[config.mk]
export PLATFORM = sky130hd
export DESIGN_NAME = ntt_ctrl
export DESIGN_NICKNAME = d
export VERILOG_FILES = /design/src/rtl/ntt_pkg.sv /design/src/rtl/ntt_addr_gen.sv /design/src/rtl/ntt_ctrl.sv
export SDC_FILE = /design/constraint.sdc
export NUM_CORES = 1
export LEC_CHECK = 0
export CAP_MARGIN = 15
export CORE_MARGIN = 2
export CORE_UTILIZATION = 52
export CTS_CLUSTER_SIZE = 24
export DETAILED_ROUTE_END_ITERATION = 10
export GPL_TIMING_DRIVEN = 0
export HOLD_SLACK_MARGIN = 0.03
export PLACE_DENSITY = 0.8
export SLEW_MARGIN = 5
export SYNTH_ARGS = -nofsm -noshare
export SYNTH_HDL_FRONTEND = slang
export SYNTH_SLANG_ARGS = --single-unit
[constraint.sdc]
create_clock -name clk -period 5.55 [get_ports clk]
set_input_delay 1.11 -clock clk [delete_from_list [all_inputs] [get_ports clk]]
set_output_delay 1.11 -clock clk [all_outputs]
set_load 0.01 [all_outputs]
[src/rtl/ntt_pkg.sv]
`default_nettype none
// ------------------------------------------------------------------------
// ntt_pkg : shared NTT sizes, butterfly mode codes and sequencer states. rev 1.0
// ------------------------------------------------------------------------
package ntt_pkg;

  localparam int N      = 256;
  localparam int LOG_N  = 8;
  localparam int LAYERS = 7;

  localparam logic [1:0] BU_MODE_NTT    = 2'd0;
  localparam logic [1:0] BU_MODE_INTT   = 2'd1;
  localparam logic [1:0] BU_MODE_MUL1   = 2'd2;
  localparam logic [1:0] BU_MODE_ADDSUB = 2'd3;

  typedef enum logic [1:0] {
    ST_IDLE  = 2'd0,
    ST_ISSUE = 2'd1,
    ST_DRAIN = 2'd2,
    ST_DONE  = 2'd3
  } ntt_state_e;

  typedef struct packed {
    logic             valid;
    logic [LOG_N-1:0] addr_u;
    logic [LOG_N-1:0] addr_t;
  } wb_entry_t;

endpackage
`default_nettype wire

[src/rtl/ntt_addr_gen.sv]
`default_nettype none
// ------------------------------------------------------------------------
// ntt_addr_gen : butterfly pair addresses and twiddle index from (layer, b, inv).
// Inverse sequencing compiled only with NTT_CTRL_INTT_EN.                rev 1.0
// ------------------------------------------------------------------------
module ntt_addr_gen
  import ntt_pkg::*;
(
  input  logic [2:0]       layer,
  input  logic [6:0]       bfly,
  input  logic             inv,
  output logic [LOG_N-1:0] addr_u,
  output logic [LOG_N-1:0] addr_t,
  output logic [6:0]       zeta
);

  logic [7:0] len;
  logic [6:0] mask;
  logic [6:0] grp;

  always_comb begin
    len  = 8'd128 >> layer;
    grp  = bfly >> (3'd7 - layer);
    zeta = (7'd1 << layer) + grp;
`ifdef NTT_CTRL_INTT_EN
    if (inv) begin
      len  = 8'd2 << layer;
      grp  = bfly >> (layer + 3'd1);
      zeta = (7'd127 >> layer) - grp;
    end
`endif
    // len is a power of two, so g*2*len + (b mod len) is a bit-level split of b
    mask   = len[6:0] - 7'd1;
    addr_u = {bfly & ~mask, 1'b0} | {1'b0, bfly & mask};
    addr_t = addr_u | len;
  end

`ifndef NTT_CTRL_INTT_EN
  logic unused_inv;
  assign unused_inv = inv;
`endif

endmodule
`default_nettype wire

[src/rtl/ntt_ctrl.sv]
`default_nettype none
// ------------------------------------------------------------------------
// ntt_ctrl : in-place 256-point Kyber NTT/INTT sequencer with delayed write-back.
// NTT_CTRL_INTT_EN enables inverse operation via inv.                    rev 1.0
// ------------------------------------------------------------------------
module ntt_ctrl
  import ntt_pkg::*;
#(
  parameter int MEM_LAT = 1,
  parameter int BU_LAT  = 5
) (
  input  logic       clk,
  input  logic       rst,
  input  logic       start,
  input  logic       inv,
  output logic       busy,
  output logic       done,
  output logic [1:0] bu_mode,
  output logic       rd_en,
  output logic [7:0] rd_addr_u,
  output logic [7:0] rd_addr_t,
  output logic [6:0] zeta_addr,
  output logic       wr_en,
  output logic [7:0] wr_addr_u,
  output logic [7:0] wr_addr_t
);

  localparam int         D          = MEM_LAT + BU_LAT;
  localparam logic [2:0] LAST_LAYER = 3'(LAYERS - 1);
  localparam logic [7:0] DRAIN_LAST = 8'(D - 1);

  ntt_state_e state_q, state_d;
  logic [2:0] layer_q, layer_d;
  logic [6:0] bfly_q, bfly_d;
  logic [7:0] drain_q, drain_d;
  logic       inv_q, inv_d;

  logic       busy_q, busy_d;
  logic       done_q, done_d;
  logic       rd_en_q, rd_en_d;
  logic [1:0] bu_mode_q, bu_mode_d;
  logic [7:0] rd_addr_u_q, rd_addr_u_d;
  logic [7:0] rd_addr_t_q, rd_addr_t_d;
  logic [6:0] zeta_addr_q, zeta_addr_d;

  logic [7:0] gen_u, gen_t;
  logic [6:0] gen_z;

  wb_entry_t wb_q [0:D-1];
  wb_entry_t wb_d [0:D-1];

  always_comb begin
    state_d = state_q;
    layer_d = layer_q;
    bfly_d  = bfly_q;
    drain_d = drain_q;
    inv_d   = inv_q;
    case (state_q)
      ST_IDLE: begin
        if (start) begin
          state_d = ST_ISSUE;
          layer_d = 3'd0;
          bfly_d  = 7'd0;
`ifdef NTT_CTRL_INTT_EN
          inv_d   = inv;
`else
          inv_d   = 1'b0;
`endif
        end
      end
      ST_ISSUE: begin
        if (bfly_q == 7'd127) begin
          state_d = ST_DRAIN;
          drain_d = 8'd0;
        end else begin
          bfly_d = bfly_q + 7'd1;
        end
      end
      ST_DRAIN: begin
        // the last write of this layer lands in the final drain cycle
        if (drain_q == DRAIN_LAST) begin
          if (layer_q == LAST_LAYER) begin
            state_d = ST_DONE;
          end else begin
            state_d = ST_ISSUE;
            layer_d = layer_q + 3'd1;
            bfly_d  = 7'd0;
          end
        end else begin
          drain_d = drain_q + 8'd1;
        end
      end
      ST_DONE:  state_d = ST_IDLE;
      default:  state_d = ST_IDLE;
    endcase
  end

  ntt_addr_gen u_addr_gen (
    .layer  (layer_d),
    .bfly   (bfly_d),
    .inv    (inv_d),
    .addr_u (gen_u),
    .addr_t (gen_t),
    .zeta   (gen_z)
  );

  // outputs are registered from the next-state view so they align with the state
  always_comb begin
    busy_d      = (state_d != ST_IDLE);
    done_d      = (state_d == ST_DONE);
    rd_en_d     = (state_d == ST_ISSUE);
    bu_mode_d   = BU_MODE_NTT;
`ifdef NTT_CTRL_INTT_EN
    if (busy_d && inv_d) bu_mode_d = BU_MODE_INTT;
`endif
    rd_addr_u_d = rd_en_d ? gen_u : rd_addr_u_q;
    rd_addr_t_d = rd_en_d ? gen_t : rd_addr_t_q;
    zeta_addr_d = rd_en_d ? gen_z : zeta_addr_q;
    wb_d[0]     = {rd_en_q, rd_addr_u_q, rd_addr_t_q};
    for (int i = 1; i < D; i++) wb_d[i] = wb_q[i-1];
  end

  always_ff @(posedge clk) begin
    if (!rst) begin
      state_q     <= ST_IDLE;
      layer_q     <= 3'd0;
      bfly_q      <= 7'd0;
      drain_q     <= 8'd0;
      inv_q       <= 1'b0;
      busy_q      <= 1'b0;
      done_q      <= 1'b0;
      rd_en_q     <= 1'b0;
      bu_mode_q   <= BU_MODE_NTT;
      rd_addr_u_q <= 8'd0;
      rd_addr_t_q <= 8'd0;
      zeta_addr_q <= 7'd0;
      for (int i = 0; i < D; i++) wb_q[i] <= '0;
    end else begin
      state_q     <= state_d;
      layer_q     <= layer_d;
      bfly_q      <= bfly_d;
      drain_q     <= drain_d;
      inv_q       <= inv_d;
      busy_q      <= busy_d;
      done_q      <= done_d;
      rd_en_q     <= rd_en_d;
      bu_mode_q   <= bu_mode_d;
      rd_addr_u_q <= rd_addr_u_d;
      rd_addr_t_q <= rd_addr_t_d;
      zeta_addr_q <= zeta_addr_d;
      for (int i = 0; i < D; i++) wb_q[i] <= wb_d[i];
    end
  end

  assign busy      = busy_q;
  assign done      = done_q;
  assign bu_mode   = bu_mode_q;
  assign rd_en     = rd_en_q;
  assign rd_addr_u = rd_addr_u_q;
  assign rd_addr_t = rd_addr_t_q;
  assign zeta_addr = zeta_addr_q;
  assign wr_en     = wb_q[D-1].valid;
  assign wr_addr_u = wb_q[D-1].addr_u;
  assign wr_addr_t = wb_q[D-1].addr_t;

`ifndef NTT_CTRL_INTT_EN
  logic unused_inv;
  assign unused_inv = inv;
`endif

endmodule
`default_nettype wire

Yosys cells after proc, flatten, opt, wreduce, memory -nomap -nowiden
Memories as Yosys holds them, arrays and structs flattened.
Cells that the tools add are included.
{"block": "word_totals", "inputBits": 4, "ramBits": 102, "mem_count": 1, "output_inout_bits": 45, "regBits": 46, "elab_cells": 70}
{"block": "op_classes", "eq_ne": 10, "n_reduce_logical": 4, "addsub": 6, "n_mux": 25, "bitwise": 11, "n_shift": 3}
{"memory": "wb_q", "words": 6, "width": 17, "read_ports": 6, "rd_clocked_by_memory_dff": 0, "write_ports": 6, "line": "ntt_ctrl.sv:49", "text": "wb_entry_t wb_q [0:D-1];"}
{"op": "2-to-1 mux 17 bit", "n": 6}
{"op": "2-to-1 mux 7 bit", "n": 4}
{"op": "case mux 7 bit (3 select lines)", "n": 1}
{"op": "2-to-1 mux 8 bit", "n": 2}
{"op": "case mux 8 bit (2 select lines)", "n": 1}
{"op": "bitwise AND 7 bit", "n": 2}
{"op": "2-to-1 mux 3 bit", "n": 3}
{"op": "adder 8 x 1 -> 8 bit, second input constant", "n": 1}
{"op": "equality test 8 x 3 -> 1 bit, second input constant", "n": 1}
{"op": "2-to-1 mux 2 bit", "n": 4}
{"op": "bitwise OR 8 x 7 -> 8 bit", "n": 1}
{"op": "bitwise OR 8 bit", "n": 1}
{"op": "case mux 2 bit (4 select lines)", "n": 1}
{"op": "right shift 8 x 3 -> 8 bit, first input constant", "n": 1}
{"op": "adder 7 x 1 -> 7 bit, second input constant", "n": 1}
{"op": "adder 7 bit", "n": 1}
{"op": "equality test 7 bit, second input constant", "n": 1}
{"op": "inverter 7 bit", "n": 1}
{"op": "left shift 1 x 3 -> 7 bit, first input constant", "n": 1}
{"op": "right shift 7 x 3 -> 7 bit", "n": 1}
{"op": "subtractor 7 x 1 -> 7 bit, second input constant", "n": 1}
{"op": "equality test 2 bit, second input constant", "n": 3}
{"op": "bitwise OR 1 bit", "n": 6}
{"op": "case mux 3 bit (2 select lines)", "n": 1}
{"op": "9 further kinds", "n": 13}

Depth between registers and ports, before layout
{"block": "logic_depth", "word_depth": 10, "depth_mapped": 17, "ltp_nobuf": 17}

Modules after synthesis
Synthesis repeated with hierarchy kept, for this count alone.
{"block": "unflattened", "cells_unflattened": 586, "area_unflattened_um2": 5769.3}
{"mod": "ntt_ctrl", "n_inst": 1, "seq_area_each_um2": 2982.9, "cells_each": 483, "area_per_inst_um2": 5059.9}
{"mod": "ntt_addr_gen", "n_inst": 1, "seq_area_each_um2": 0.0, "cells_each": 103, "area_per_inst_um2": 709.4}

Least setup slack after synthesis
No wires, ideal clock.
{"block": "synth_timing", "kind": "input to register", "from": "input start", "to": "register zeta_addr_q[4], in the netlist zeta_addr[4]", "stages": 14, "setup_time_ps": 132, "path_slack_ps": 1799, "t_arrival_ps": 3619, "path_buffers": 1, "t_required_ps": 5418, "cell_sequence": "or3b_2 -> nand2_1 -> mux2i_1 -> buf_2 -> nor2_1 -> o21bai_1 -> mux2i_1 -> mux2_2 -> ha_1 -> fa_1 -> a21o_1 -> o21ai_0 -> xor2_1 -> a21oi_1"}
{"block": "synth_between", "elab_chain_cells": 5, "word_cells_on_any_way": 11, "classes_between": "add/sub: 2; eq/ne: 1; shift: 2; mux: 6"}
{"element": "from (decl)", "line": "ntt_ctrl.sv:14", "text": "input logic start,"}
{"element": "2-to-1 mux 3 bit", "line": "ntt_ctrl.sv:60", "text": "if (start) begin"}
{"element": "case mux 3 bit (2 select lines)", "line": "ntt_ctrl.sv:58", "text": "case (state_q)"}
{"element": "subtractor 3 bit", "line": "ntt_addr_gen.sv:23", "text": "grp = bfly >> (3'd7 - layer);"}
{"element": "right shift 7 x 3 -> 7 bit", "line": "ntt_addr_gen.sv:23"}
{"element": "adder 7 bit", "line": "ntt_addr_gen.sv:24", "text": "zeta = (7'd1 << layer) + grp;"}
{"element": "to (signal assigned)", "line": "ntt_ctrl.sv:150", "text": "zeta_addr_q <= zeta_addr_d;"}
{"element": "to (decl)", "line": "ntt_ctrl.sv:44", "text": "logic [6:0] zeta_addr_q, zeta_addr_d;"}
Parallel ways exist; a longest one is shown, timed or not.
A chain may end at the register's enable or synchronous reset.

Worst setup path in the final report
{"block": "layout_timing", "from": "input start", "to": "register zeta_addr_q[6], in the netlist zeta_addr[6]"}
Same word-level chain as after synthesis.

==> results.cfg <==
[status]
status = finished, final reports clean

[sta]
slew_violations = 0
tns_ps = 0
finalHoldViolations = 0
tightest_slew_ps = 972
final.setup_skew_ps = 11.1
fin_crit_ps = 4130
slew_headroom_pct = 33.4
rsz0062_at_grt = false
setup_viol_count_final = 0
finalCritPeriodShare_pct = 74.3
clock.fmax_mhz = 242

[synthesis]
synth_top_cell_by_area = dfxtp_1
netlist.area_leader.share_pct = 54.4
synth_edf_count = 0
synth.cell_area_um2 = 5450
yosysWarnings = 0
avgSynthCellArea_um2 = 9.96
ys.flop_type = dfxtp_1
ys_ff_latch = 148
synth_cell_types = 60
seq_area_frac_synth_pct = 54.4
synthCells = 547
async_flop_share_pct = 0
synthTopCellsByArea = dfxtp_1 54%, and2_1 12%, nor2_1 2.8%

[worst_setup_path]
slowest_stage = a21oi_1
setup.reg_to_reg.worst_slack_ps = 1540
worstSetupEndpointType = register
cp-startpoint = start
cpPeakStageDelay_ps = 600
r2r-start = drain_q[0]
criticalPathCategory = input port to register
critical_path_arrival_ps = 4510
path_buf_inv = 1
reg2regPathDepth = 15
critical_path_depth = 15
critPathCapture = zeta_addr[6]
cp_top_family = compound AO/OA/AOI/OAI gates
crit_chain = clkdlybuf4s50_1, o21ba_2, a41oi_1, a21oi_1, a21oi_1, mux2i_1, mux2i_1, mux2_2, ha_1, fa_1, a21o_1, nand3_1, o31ai_1, nand3_1, o211ai_1
required_ps = 5930
start_kind = input port
critical_path.max_fanout = 8
r2r-end = zeta_addr[6]

[clocking]
max-clock-path-buffers = 2
cts.clk_slew.worst_paths_ps = 70
cts_resized = 0
numCtsBuffers = 17
cts_setup_buffers = 0
holdBufCountCts = 0
htreeDepth = 4
clockRootBuffer = clkbuf_8
cts_tree = yes
clkLatencyLatePin_ps = 510
clock-sinks = 148

[power]
p_sw_mw = 0.557
internal-power_mw = 1.76
p_comb_share_pct = 5.1
vdd_drop_max_mv = 0.191
powerDensity_nw_per_um2 = 349
swShare_pct = 24.0
p_seq_share_pct = 47.5
leakagePower_nw = 2.72
clkPwrFrac_pct = 47.3

[route]
drtIter0Drc = 254
drt-vias-per-instance = 5.23
post_drt_wl_per_cell_um = 14.6
num_vias = 3977
postRouteAntennaNets = 0
firstDrtPassIters = 4
wirelength_mm = 11.1
drc = 0

[layout]
final-seq-area_um2 = 2960
area_growth_pct = 22.0
fin_util_pct = 65.0
drive_above_1_share_pct = 11.2
multi_input_area_um2 = 2220
diodes = 0
n_fill_cell = 826
nNetsFinal = 628

[floorplanning]
core_area_um2 = 10200
dieArea_um2 = 11300
initial_core_util_pct = 53.3
pin_count = 49
rows = 37
die_w_um = 106
die_y_um = 106

[job]
cap_violations = 0

[placement]
io_buffers = 45
finalWeightedCongestion = 0.882
hpwl_mm = 7.73

[grt]
first_global_vias = 3858
grt-ovfl-total = 0
grt_first_pass_wirelength_mm = 18.5
grt_use_total_pct = 20.9
grt_max_degree = 17
antenna_found_initial = 0

[worst_hold_path]
hp-start = wb_q[2][8]
holdCritPathClass = register to register
==> cell usage in the layout, fill, tap and decap left out, types with 3 or more instances in the layout <==
| cell type | Yosys | final |
|---|---|---|
| a21o_1 | 3 | 3 |
| mux2_2 | 6 | 6 |
| inv_8 | 0 | 5 |
| buf_4 | 18 | 18 |
| nor2_1 | 41 | 41 |
| nand3_1 | 11 | 11 |
| clkdlybuf4s50_1 | 0 | 45 |
| o21ai_1 | 3 | 3 |
| clkbuf_16 | 0 | 16 |
| inv_1 | 12 | 12 |
| nor2b_1 | 3 | 3 |
| and3_1 | 7 | 7 |
| dfxtp_1 | 148 | 148 |
| o21a_1 | 3 | 3 |
| and2_1 | 108 | 108 |
| o21ai_0 | 12 | 12 |
| mux2i_1 | 6 | 6 |
| clkbuf_1 | 16 | 16 |
| nor3_1 | 3 | 3 |
| nand4_1 | 6 | 6 |
| a2bb2oi_1 | 7 | 7 |
| nand2b_1 | 5 | 5 |
| nand2_1 | 39 | 39 |
| inv_6 | 0 | 5 |
| a41oi_1 | 3 | 3 |
| clkinvlp_4 | 0 | 3 |
| a31oi_1 | 8 | 8 |
| xor2_1 | 6 | 6 |
| a21oi_1 | 19 | 19 |
| ha_1 | 11 | 11 |
==> cell families after synthesis <==
logic type / after synthesis / synth area share, %
and+or+nand+nor: 234 / 23.7
xor gates and xnor gates: 7 / 1.13
buffers and inverters: 51 / 4.91
muxes: 12 / 2.34
other: 1 / 0.0688
DFF: 148 / 54.4
adders and majority gates: 12 / 2.89
AOI/OAI and AO/OA: 82 / 10.6
==> registers in the layout, summed over array words and instances (netlist names) <==
signal     count
bfly_q         7
busy           1
done           1
drain_q        8
layer_q        3
rd_addr_t      8
rd_addr_u      8
rd_en          1
state_q        2
wb_q         102
zeta_addr      7
==> how the worst min path moves through the flow <==
stage / end / cells after the start
after global routing: wb_q[4][7] / 1
after detailed placement: wb_q[4][0] / 1
after CTS: wb_q[3][8] / 1
final: wb_q[3][8] / 1
after global placement: wb_q[5][0] / 1
after floorplan: wb_q[1][0] / 1
==> routing by layer <==
layer  vias up  wire length, um  GRT usage, %  share of wire (%)
met2       126             5500          34.2                 50
met1      1863             4740          25.8                 43
met3        29              574          5.70                5.2
met5         -                0             0                  0
li1       1959                -             -                  -
met4         0              268          9.12                2.4
==> power by group through the flow <==
stage	Combinational [mW]	Sequential, mW	Clock, mW
global placement	0.116	1.13	0
finish	0.119	1.10	1.10
global route	0.130	1.11	1.18
floorplan	0.0718	1.12	0
CTS	0.119	1.10	1.12
detailed placement	0.117	1.13	0
==> layout make-up <==
cell class	instances	area share, %
well taps	136	2.56
flip-flops and latches	148	44.6
repair buffers	45	6.78
clock buffers	17	6.23
clock inverters	15	2.37
multi-input cells	349	33.4
inverters	14	0.791
plain buffers	37	3.24
==> metrics by stage <==
step / setup WS (ps) / total power [mW] / instances / area, um2 / hold WS (ps)
6_report: 1420 / 2.32 / 761 / 6650 / 422
5_1_grt: 1220 / 2.41 / 761 / 6650 / 441
4_1_cts: 1500 / 2.34 / 761 / 6650 / 430
3_5_place_dp: 948 / 1.24 / 729 / 6070 / 417
3_3_place_gp: 972 / 1.24 / 729 / 6070 / 414
2_1_floorplan: 1800 / 1.19 / 548 / 5450 / 412
==> cell usage after synthesis (all sizes together), types with 2 or more instances <==
| master | count |
|---|---|
| o21a | 3 |
| a41oi | 3 |
| a2bb2oi | 7 |
| nand4 | 6 |
| nand2 | 39 |
| a41o | 2 |
| and4 | 2 |
| mux2 | 6 |
| o21ai | 17 |
| a31oi | 8 |
| xor2 | 6 |
| or3b | 2 |
| and2 | 108 |
| a21oi | 20 |
| nor2b | 3 |
| ha | 11 |
| a221oi | 3 |
| clkinv | 2 |
| o22ai | 2 |
| nand3 | 11 |
| a21o | 3 |
| nand2b | 5 |
| mux2i | 6 |
| nor2 | 41 |
| o211ai | 3 |
| clkbuf | 16 |
| or3 | 2 |
| buf | 21 |
| a311oi | 2 |
| inv | 12 |
| nor3 | 3 |
| and3 | 7 |
| dfxtp | 148 |
(Power assumes the default switching activity.)
